## config.mk

```make
export PLATFORM = sky130hd
export DESIGN_NAME = ser_frame_rx
export DESIGN_NICKNAME = d
export VERILOG_FILES = /design/src/rtl/ser_frame_rx.sv
export SDC_FILE = /design/constraint.sdc
export NUM_CORES = 1
export LEC_CHECK = 0
export CAP_MARGIN = 25
export CORE_MARGIN = 10
export CORE_UTILIZATION = 58
export CTS_BUF_LIST = sky130_fd_sc_hd__clkbuf_2 sky130_fd_sc_hd__clkbuf_4 sky130_fd_sc_hd__clkbuf_8
export CTS_CLUSTER_DIAMETER = 30
export DETAILED_ROUTE_END_ITERATION = 10
export PLACE_DENSITY_LB_ADDON = 0.05
export SLEW_MARGIN = 0
export SYNTH_ARGS = -nofsm -noshare
export SYNTH_HDL_FRONTEND = slang
export SYNTH_SLANG_ARGS = --single-unit
```

## constraint.sdc

```tcl
create_clock -name clk -period 2.3 [get_ports clk]
set_input_delay 0.23 -clock clk [delete_from_list [all_inputs] [get_ports clk]]
set_output_delay 0.23 -clock clk [all_outputs]
set_load 0.02 [all_outputs]
```

## src/rtl/ser_frame_rx.sv

```systemverilog
// Serial frame receiver: start bit, DATA_W data bits LSB-first, optional even parity, stop bit.
// Define SER_PARITY_EN to insert the parity bit between the data bits and the stop bit.
module ser_frame_rx #(
    parameter int unsigned DATA_W = 8
) (
    input  logic              clk,
    input  logic              reset,
    input  logic              sin,
    output logic [DATA_W-1:0] out_comp,
    output logic              out_valid,
    input  logic              out_ready,
    output logic              frame_err,
    output logic              overrun,
    output logic              parity_err
);

    localparam int unsigned CNT_W = (DATA_W > 1) ? $clog2(DATA_W) : 1;

`ifdef SER_PARITY_EN
    typedef enum logic [1:0] {IDLE, DATA, PARITY, STOP} state_t;
`else
    typedef enum logic [1:0] {IDLE, DATA, STOP} state_t;
`endif

    state_t             state;
    state_t             state_nxt;
    logic [CNT_W-1:0]   bit_cnt;
    logic [DATA_W-1:0]  shift_reg;
    logic               last_bit_c;
    logic               stop_good_c;

    assign last_bit_c = (bit_cnt == CNT_W'(DATA_W - 1));

`ifdef SER_PARITY_EN
    logic par_bad;
    assign stop_good_c = sin & ~par_bad;
`else
    assign stop_good_c = sin;
    assign parity_err  = 1'b0;
`endif

    // State register
    always_ff @(posedge clk) begin
        if (reset) begin
            state <= IDLE;
        end else begin
            state <= state_nxt;
        end
    end

    // Next-state logic
    always_comb begin
        state_nxt = state;
        case (state)
            IDLE: begin
                if (!sin) begin
                    state_nxt = DATA;
                end
            end
            DATA: begin
                if (last_bit_c) begin
`ifdef SER_PARITY_EN
                    state_nxt = PARITY;
`else
                    state_nxt = STOP;
`endif
                end
            end
`ifdef SER_PARITY_EN
            PARITY:  state_nxt = STOP;
`endif
            STOP:    state_nxt = IDLE;
            default: state_nxt = IDLE;
        endcase
    end

    // Shift register, bit counter, output word and status pulses
    always_ff @(posedge clk) begin
        if (reset) begin
            bit_cnt   <= '0;
            shift_reg <= '0;
            out_comp  <= '0;
            out_valid <= 1'b0;
            frame_err <= 1'b0;
            overrun   <= 1'b0;
`ifdef SER_PARITY_EN
            par_bad    <= 1'b0;
            parity_err <= 1'b0;
`endif
        end else begin
            frame_err <= 1'b0;
            overrun   <= 1'b0;
`ifdef SER_PARITY_EN
            parity_err <= 1'b0;
`endif
            if (out_valid && out_ready) begin
                out_valid <= 1'b0;
            end
            case (state)
                DATA: begin
                    shift_reg <= DATA_W'({sin, shift_reg} >> 1);
                    bit_cnt   <= last_bit_c ? '0 : bit_cnt + CNT_W'(1);
                end
`ifdef SER_PARITY_EN
                PARITY: begin
                    par_bad <= (sin != ^shift_reg);
                end
`endif
                STOP: begin
                    frame_err <= ~sin;
`ifdef SER_PARITY_EN
                    parity_err <= par_bad;
`endif
                    // A pending word is only replaced if it is being consumed this cycle
                    if (stop_good_c) begin
                        if (!out_valid || out_ready) begin
                            out_comp  <= shift_reg;
                            out_valid <= 1'b1;
                        end else begin
                            overrun <= 1'b1;
                        end
                    end
                end
                default: ;
            endcase
        end
    end

endmodule

```

; ---- Word level (Yosys, flattened, before mapping)
; Index checks and enable logic that the tools add are counted.
[op_classes]
addsub = 1
n_mul = 0
n_div = 0
magnitude_cmp = 0
eq_ne = 5
shifts = 0
n_mux = 9
n_bitwise = 2
reduce_logical = 8
[op_table]
columns = operator, n
row1 = $mux 1, 5
row2 = $mux 2, 2
row3 = $ne 2x2->1 const B, 2
row4 = $pmux 2 s2, 1
row5 = $add 3x1->3 const B, 1
row6 = $eq 3x3->1 const B, 1
row7 = $mux 3, 1
row8 = $reduce_and 3->1, 1
row9 = $reduce_or 3->1, 1
row10 = $eq 2x1->1 const B, 1
row11 = $eq 2x2->1 const B, 1
row12 = $logic_not 2->1, 1
row13 = $not 1->1, 2
row14 = $reduce_and 2->1, 1
row15 = $reduce_or 2->1, 1
row16 = $logic_and 1x1->1, 1
row17 = $logic_not 1->1, 1
row18 = $logic_or 1x1->1, 1
[totals]
regBits = 24
latchBits = 0
mem_bits_rw = 0
romBits = 0
input_bits = 4
output_inout_bits = 12
elab_cells = 32
n_memories = 0

; ---- Depth between registers and ports, before layout
; Gate-level depths: netlist of the first run.
[depth]
word_depth = 5
mapped_depth = 5
ltp_nobuf = 5

; ---- Worst setup path before layout of the first run
; No wires, ideal clock.
[synth_timing]
path_kind = register to register
from = register bit_cnt[0]
to = register state[0]
setup_ns = 0.103
arrival_ns = 1.010
t_required_ns = 2.197
slack_ns = 1.186
path_stages_with_launch = 4
path_buffers = 0
synth_period_minus_slack_ns = 1.114
cell_sequence = dfxtp_1 -> ha_1 -> ha_1 -> a2111oi_2
[synth_via]
elab_chain_len = 3
[synth_lines]
columns = element, line
row1 = from (decl), 27  ; logic [CNT_W-1:0] bit_cnt;
row2 = from (signal assigned), 102  ; bit_cnt <= last_bit_c ? '0 : bit_cnt + CNT_W'(1);
row3 = $eq 3x3->1, 32  ; assign last_bit_c = (bit_cnt == CNT_W'(DATA_W - 1));
row4 = $ne 2x2->1 (no line), --
row5 = $reduce_and 2->1 (no line), --
row6 = to (signal assigned), 47  ; state <= state_nxt;
row7 = to (decl), 25  ; state_t state;
; Every way passes these cells.
; A chain may end at the register's enable or synchronous reset.

; ---- Worst setup path after layout of the first run
[layout_timing]
from = register out_comp[3]
to = output out_comp[3]
[layout_rtl]
columns = element, line
row1 = from (decl), 9  ; output logic [DATA_W-1:0] out_comp,
row2 = from (signal assigned), 117  ; out_comp <= shift_reg;
; No word-level cell between the ends.

==> results.py, run 1 <==
metrics = {
    "cts": {
        "clock-sinks": 24,
        "cts_setup_buffers": 0,
        "clock_path_buffers": 2,
        "clk_pin_slew_ns": 0.13,
        "cts_buffers": 3,
        "root_buffer": "clkbuf_4",
        "cts_resized": 0,
        "hold_buffers": 0,
        "htree_num_levels": 1,
        "cts_tree": "built",
        "clk_latency_ns": 0.31,
    },
    "pwr": {
        "p_clk_frac": 0.316,
        "p_sw_mw": 0.148,
        "pwr-share-seq": 0.623,
        "internal_power_mw": 0.537,
        "p_leak_nw": 0.410,
        "p_per_area_mw_per_mm2": 591,
        "power_frac_comb": 0.061,
        "swShare": 0.216,
        "ir_drop_uv": 413,
    },
    "cells_and_area": {
        "stdcell_area_mm2": 0.00116,
        "utilization": 0.742,
        "syn_to_final_growth_pct": 15.9,
        "diodes": 0,
        "nets": 123,
        "drive_above_1_share": 0.0862,
    },
    "yosys": {
        "yosysTopAreaCell": "dfxtp_1",
        "synth_top_area_share": 0.481,
        "syn_avg_cell_area_um2": 9.79,
        "synth_area_leaders": "dfxtp_1, mux2i_1, nand2_1",
        "synth_cells": 102,
        "ys_seq_elements": 24,
        "ys_types": 22,
        "synth-edff-count": 0,
        "synth_most_common_cell": "dfxtp_1",
        "synthArstFlopShare": 0,
        "synthesis.nets": 108,
        "syn_area_um2": 998,
        "synth_common_cells": "dfxtp_1, nand2_1, a21oi_1, nand2b_1, mux2i_1",
        "synth-warning-count": 0,
        "synth-seq-area-share": 0.481,
        "synthFlopType": "dfxtp_1",
    },
    "setup_path": {
        "critPathSlowestCell": "clkdlybuf4s50_1",
        "arrival_ns": 1.32,
        "worstPathMaxFanout": 2,
        "cp_slowest_stage_delay_ns": 0.64,
        "ff2ff_setup_slack_ns": 1.07,
        "critPathBufInv": 1,
        "crit_type": "reg -> out",
        "crit_family": "buffers and inverters",
        "worstPathCellList": "clkdlybuf4s50_1",
        "worstPathRequired_ns": 2.07,
        "endpoint_kind": "output pin",
        "cp-start-kind": "flop",
    },
    "routing": {
        "drc_errors": 0,
        "drt-total-wl_um": 1650,
        "dr.pass1.iters": 3,
        "avgViaCountPerCell": 5.18,
        "dr_total_vias": 684,
        "ant_nets": 0,
        "drt_iter0_markers": 6,
        "routedWlPerCell_um": 12.5,
    },
    "floorplan": {
        "die_w_um": 61.5,
        "row_count": 14,
        "start_util": 0.640,
        "core_area_mm2": 0.00156,
        "die_area_mm2": 0.00378,
        "io_pins": 16,
        "die_y_um": 61.5,
    },
    "global_routing": {
        "grt_first_pass_wirelength_um": 2650,
        "antenna_found_initial": 0,
        "grt_pass1_vias": 645,
        "grtUsageTotal": 0.0910,
        "grt_overflow": 0,
        "grt_max_degree": 28,
    },
    "sta": {
        "skew_ns": 0.00604,
        "post-route-period-util": 0.674,
        "drv_slew": 0,
        "fin_crit_ns": 1.55,
        "setup_viol_count_final": 0,
        "final-hold-violation-count": 0,
        "maxSlewHeadroom": 0.490,
        "max_freq_mhz": 645,
        "tns_ns": 0,
        "rsz0062_at_grt": "no",
        "tightest_slew_ns": 0.762,
    },
    "status": {
        "status": "finished, final reports clean",
    },
    "placement": {
        "place_congestion": 0.708,
        "dpl_cell_area_mm2": 0.00112,
        "portBuffers": 14,
        "hpwlAfterDp_um": 1180,
    },
    "hold_path": {
        "hold_class": "reg -> reg",
    },
    "flow_run": {
        "maxCapViolCount": 0,
    },
}
## layout by cell type, fill, tap and decap left out
cell type / count
buf_4: 3
clkbuf_8: 1
a21oi_1: 11
and2b_2: 1
nand2b_1: 10
dfxtp_1: 24
nor4b_1: 1
conb_1: 1
clkbuf_4: 3
nor3b_1: 1
nor2_1: 2
nor3_1: 1
clkdlybuf4s50_1: 14
nand2_1: 20
and2b_1: 1
or2b_1: 8
nand3b_4: 1
nor2b_1: 1
mux2i_1: 9
a2111oi_2: 1
ha_1: 2
## layout make-up
| cell class | count | area [um2] |
|---|---|---|
| Sequential cell | 24 | 480 |
| Clock buffer | 4 | 36.3 |
| Fill cell | 128 | 402 |
| Multi-Input combinational cell | 71 | 458 |
| Timing Repair Buffer | 17 | 163 |
| Tap cell | 16 | 20.0 |
## worst min-delay path, cell delays in order (launching register included)
cell and delay (ns):
dfxtp_1 0.33, nand2_1 0.05, a21oi_1 0.05
## metrics by stage
| stage | hold WS, ns | total power [mW] | std cells | worst slack (ns) |
|---|---|---|---|---|
| 3_3_place_gp | 0.443 | 0.476 | 128 | 0.660 |
| 6_report | 0.460 | 0.684 | 132 | 0.749 |
| 5_1_grt | 0.475 | 0.715 | 132 | 0.712 |
| 3_5_place_dp | 0.444 | 0.477 | 128 | 0.627 |
| 2_1_floorplan | 0.309 | 0.470 | 102 | 1.19 |
| 4_1_cts | 0.462 | 0.694 | 132 | 0.738 |
## worst paths after layout
check	start	to	cells past startpoint
min	shift_reg[0]	shift_reg[0]	2
max	out_comp[3]	out_comp[3]	1
max reg2reg	state[1]	shift_reg[6]	3
min reg2reg	shift_reg[0]	shift_reg[0]	2
## per-layer routing
metal  part of all wire  GRT usage
met1               0.46      0.103
met2               0.48      0.158
met3              0.058     0.0226
met4             0.0055     0.0382
met5                  0          0
## power by group through the flow
stage          sequential, mW  clock, mW  combinational (mW)
6_report                0.426      0.216              0.0419
5_1_grt                 0.427      0.242              0.0466
4_1_cts                 0.426      0.226              0.0418
3_5_place_dp            0.436          0              0.0416
3_3_place_gp            0.435          0              0.0408
2_1_floorplan           0.434          0              0.0354
## cells by family after synthesis
| kind of cell | share of synthesized area |
|---|---|
| buffers and inverters | 0.0601 |
| AO/OA/AOI/OAI | 0.0702 |
| AND/OR/NAND/NOR | 0.269 |
| other | 0.00376 |
| multiplexers | 0.0902 |
| adder cells (fa/ha/maj) | 0.0251 |
| flip-flops | 0.481 |
Note: power is estimated with default switching activity, not from simulation.
==> inputs of run 2 (changes only) <==
--- a/config.mk
+++ b/config.mk
@@ -7,7 +7,7 @@
 export LEC_CHECK = 0
 export CAP_MARGIN = 25
 export CORE_MARGIN = 10
-export CORE_UTILIZATION = 58
+export CORE_UTILIZATION = 49
 export CTS_BUF_LIST = sky130_fd_sc_hd__clkbuf_2 sky130_fd_sc_hd__clkbuf_4 sky130_fd_sc_hd__clkbuf_8
 export CTS_CLUSTER_DIAMETER = 30
 export DETAILED_ROUTE_END_ITERATION = 10
==> constraint.sdc (replaced) <==
create_clock -name clk -period 1.4 [get_ports clk]
set_input_delay 0.14 -clock clk [delete_from_list [all_inputs] [get_ports clk]]
set_output_delay 0.14 -clock clk [all_outputs]
set_load 0.02 [all_outputs]
==> results.py, run 2 (synthesis results as in run 1) <==
metrics = {
    "floorplan": {
        "die_w_um": 65.1,
        "io_pins": 16,
        "die_y_um": 65.1,
        "core_area_mm2": 0.00194,
        "start_util": 0.514,
        "die_area_mm2": 0.00424,
        "row_count": 16,
    },
    "hold_path": {
        "hold_class": "reg -> reg",
    },
    "cells_and_area": {
        "mostFrequentLayoutCells": "dfxtp_1, nand2_1, a21oi_1, dlygate4sd2_1, nand2b_1",
        "fin_cells": 142,
        "diodes": 0,
        "nets": 122,
        "drive_above_1_share": 0.0783,
        "syn_to_final_growth_pct": 16.4,
        "final_common_cell": "dfxtp_1",
    },
    "global_routing": {
        "antenna_found_initial": 0,
        "grt_max_degree": 33,
        "grt_pass1_vias": 625,
        "grt_first_pass_wirelength_um": 2690,
        "grt_overflow": 0,
        "grtUsageTotal": 0.0787,
    },
    "placement": {
        "place_congestion": 0.658,
        "placedCellCount": 138,
        "portBuffers": 14,
        "hpwlAfterDp_um": 1110,
    },
    "setup_path": {
        "ff2ff_setup_slack_ns": 0.21,
        "endpoint_kind": "flop",
        "worstPathRequired_ns": 1.62,
        "worstPathMaxFanout": 3,
        "crit_type": "reg -> reg",
        "cp-start-kind": "flop",
        "arrival_ns": 1.41,
    },
    "pwr": {
        "p_leak_nw": 0.463,
        "ir_drop_uv": 705,
        "power_frac_comb": 0.063,
        "p_sw_mw": 0.242,
        "pwr-share-seq": 0.622,
        "p_clk_frac": 0.316,
        "internal_power_mw": 0.883,
        "p_per_area_mw_per_mm2": 969,
        "swShare": 0.215,
    },
    "cts": {
        "clock_path_buffers": 2,
        "clk_latency_ns": 0.31,
        "root_buffer": "clkbuf_4",
        "cts_setup_buffers": 0,
        "clk_pin_slew_ns": 0.13,
        "htree_num_levels": 1,
        "cts_tree": "built",
        "cts_buffers": 3,
        "cts_resized": 11,
        "clock-sinks": 24,
        "hold_buffers": 0,
    },
    "sta": {
        "drv_slew": 0,
        "rsz0062_at_grt": "no",
        "final-hold-violation-count": 0,
        "fin_crit_ns": 1.19,
        "post-route-period-util": 0.851,
        "tns_ns": 0,
        "max_freq_mhz": 839,
        "setup_viol_count_final": 0,
        "skew_ns": 0.00601,
    },
    "routing": {
        "avgViaCountPerCell": 4.71,
        "drt_iter0_markers": 10,
        "drc_errors": 0,
        "ant_nets": 0,
        "drt-total-wl_um": 1560,
        "routedWlPerCell_um": 11.0,
        "dr_total_vias": 669,
        "dr.pass1.iters": 4,
    },
    "flow_run": {
        "maxCapViolCount": 0,
    },
    "status": {
        "status": "finished, final reports clean",
    },
}
==> run 2: cell types whose count changed in the layout (fill, tap and decap cells not counted), sizes merged <==
cell and change:
clkdlybuf4s50 -11, dlygate4sd2 +11, buf -1
==> run 2: per-stage QoR <==
step	total power [mW]	utilization	instance area, um2	hold WS [ns]	setup slack (ns)
global placement	0.785	0.587	1140	0.442	0.0309
detailed placement	0.787	0.587	1140	0.446	0.0149
floorplan	0.772	-	998	0.219	0.286
CTS	1.14	0.599	1160	0.463	0.198
global route	1.19	0.599	1160	0.481	0.119
finish	1.13	0.599	1160	0.462	0.209
==> run 2: layout make-up <==
type	count	area [um2]
Clock buffer	4	36.3
Fill cell	189	779
Multi-Input combinational cell	71	458
Sequential cell	24	480
Tap cell	27	33.8
Timing Repair Buffer	16	154
==> run 2: layer usage <==
layer / global-route usage / vias up / wire length, um
li1: - / 355 / -
met1: 0.0847 / 297 / 711
met2: 0.126 / 13 / 718
met3: 0.0339 / 4 / 99
met4: 0.0481 / 0 / 29
met5: 0 / - / 0
==> run 2: path summary, 6_finish.rpt <==
check	startpoint	endpoint	depth (start not counted)
setup / recovery	bit_cnt[0]	state[0]	3
hold / removal	shift_reg[0]	shift_reg[0]	2
setup reg to reg	bit_cnt[0]	state[0]	3
hold reg to reg	shift_reg[0]	shift_reg[0]	2
==> run 2: power groups by stage <==
stage	logic [mW]	registers (mW)	clock network, mW
floorplan	0.0581	0.714	0
global placement	0.0700	0.715	0
detailed placement	0.0712	0.715	0
CTS	0.0712	0.700	0.370
global route	0.0783	0.702	0.407
finish	0.0704	0.700	0.355
==> run 2: worst max-delay path, stage by stage, from the launching register on <==
cell,delay [ns]
dfxtp_1,0.35
ha_1,0.20
ha_1,0.21
a2111oi_2,0.34
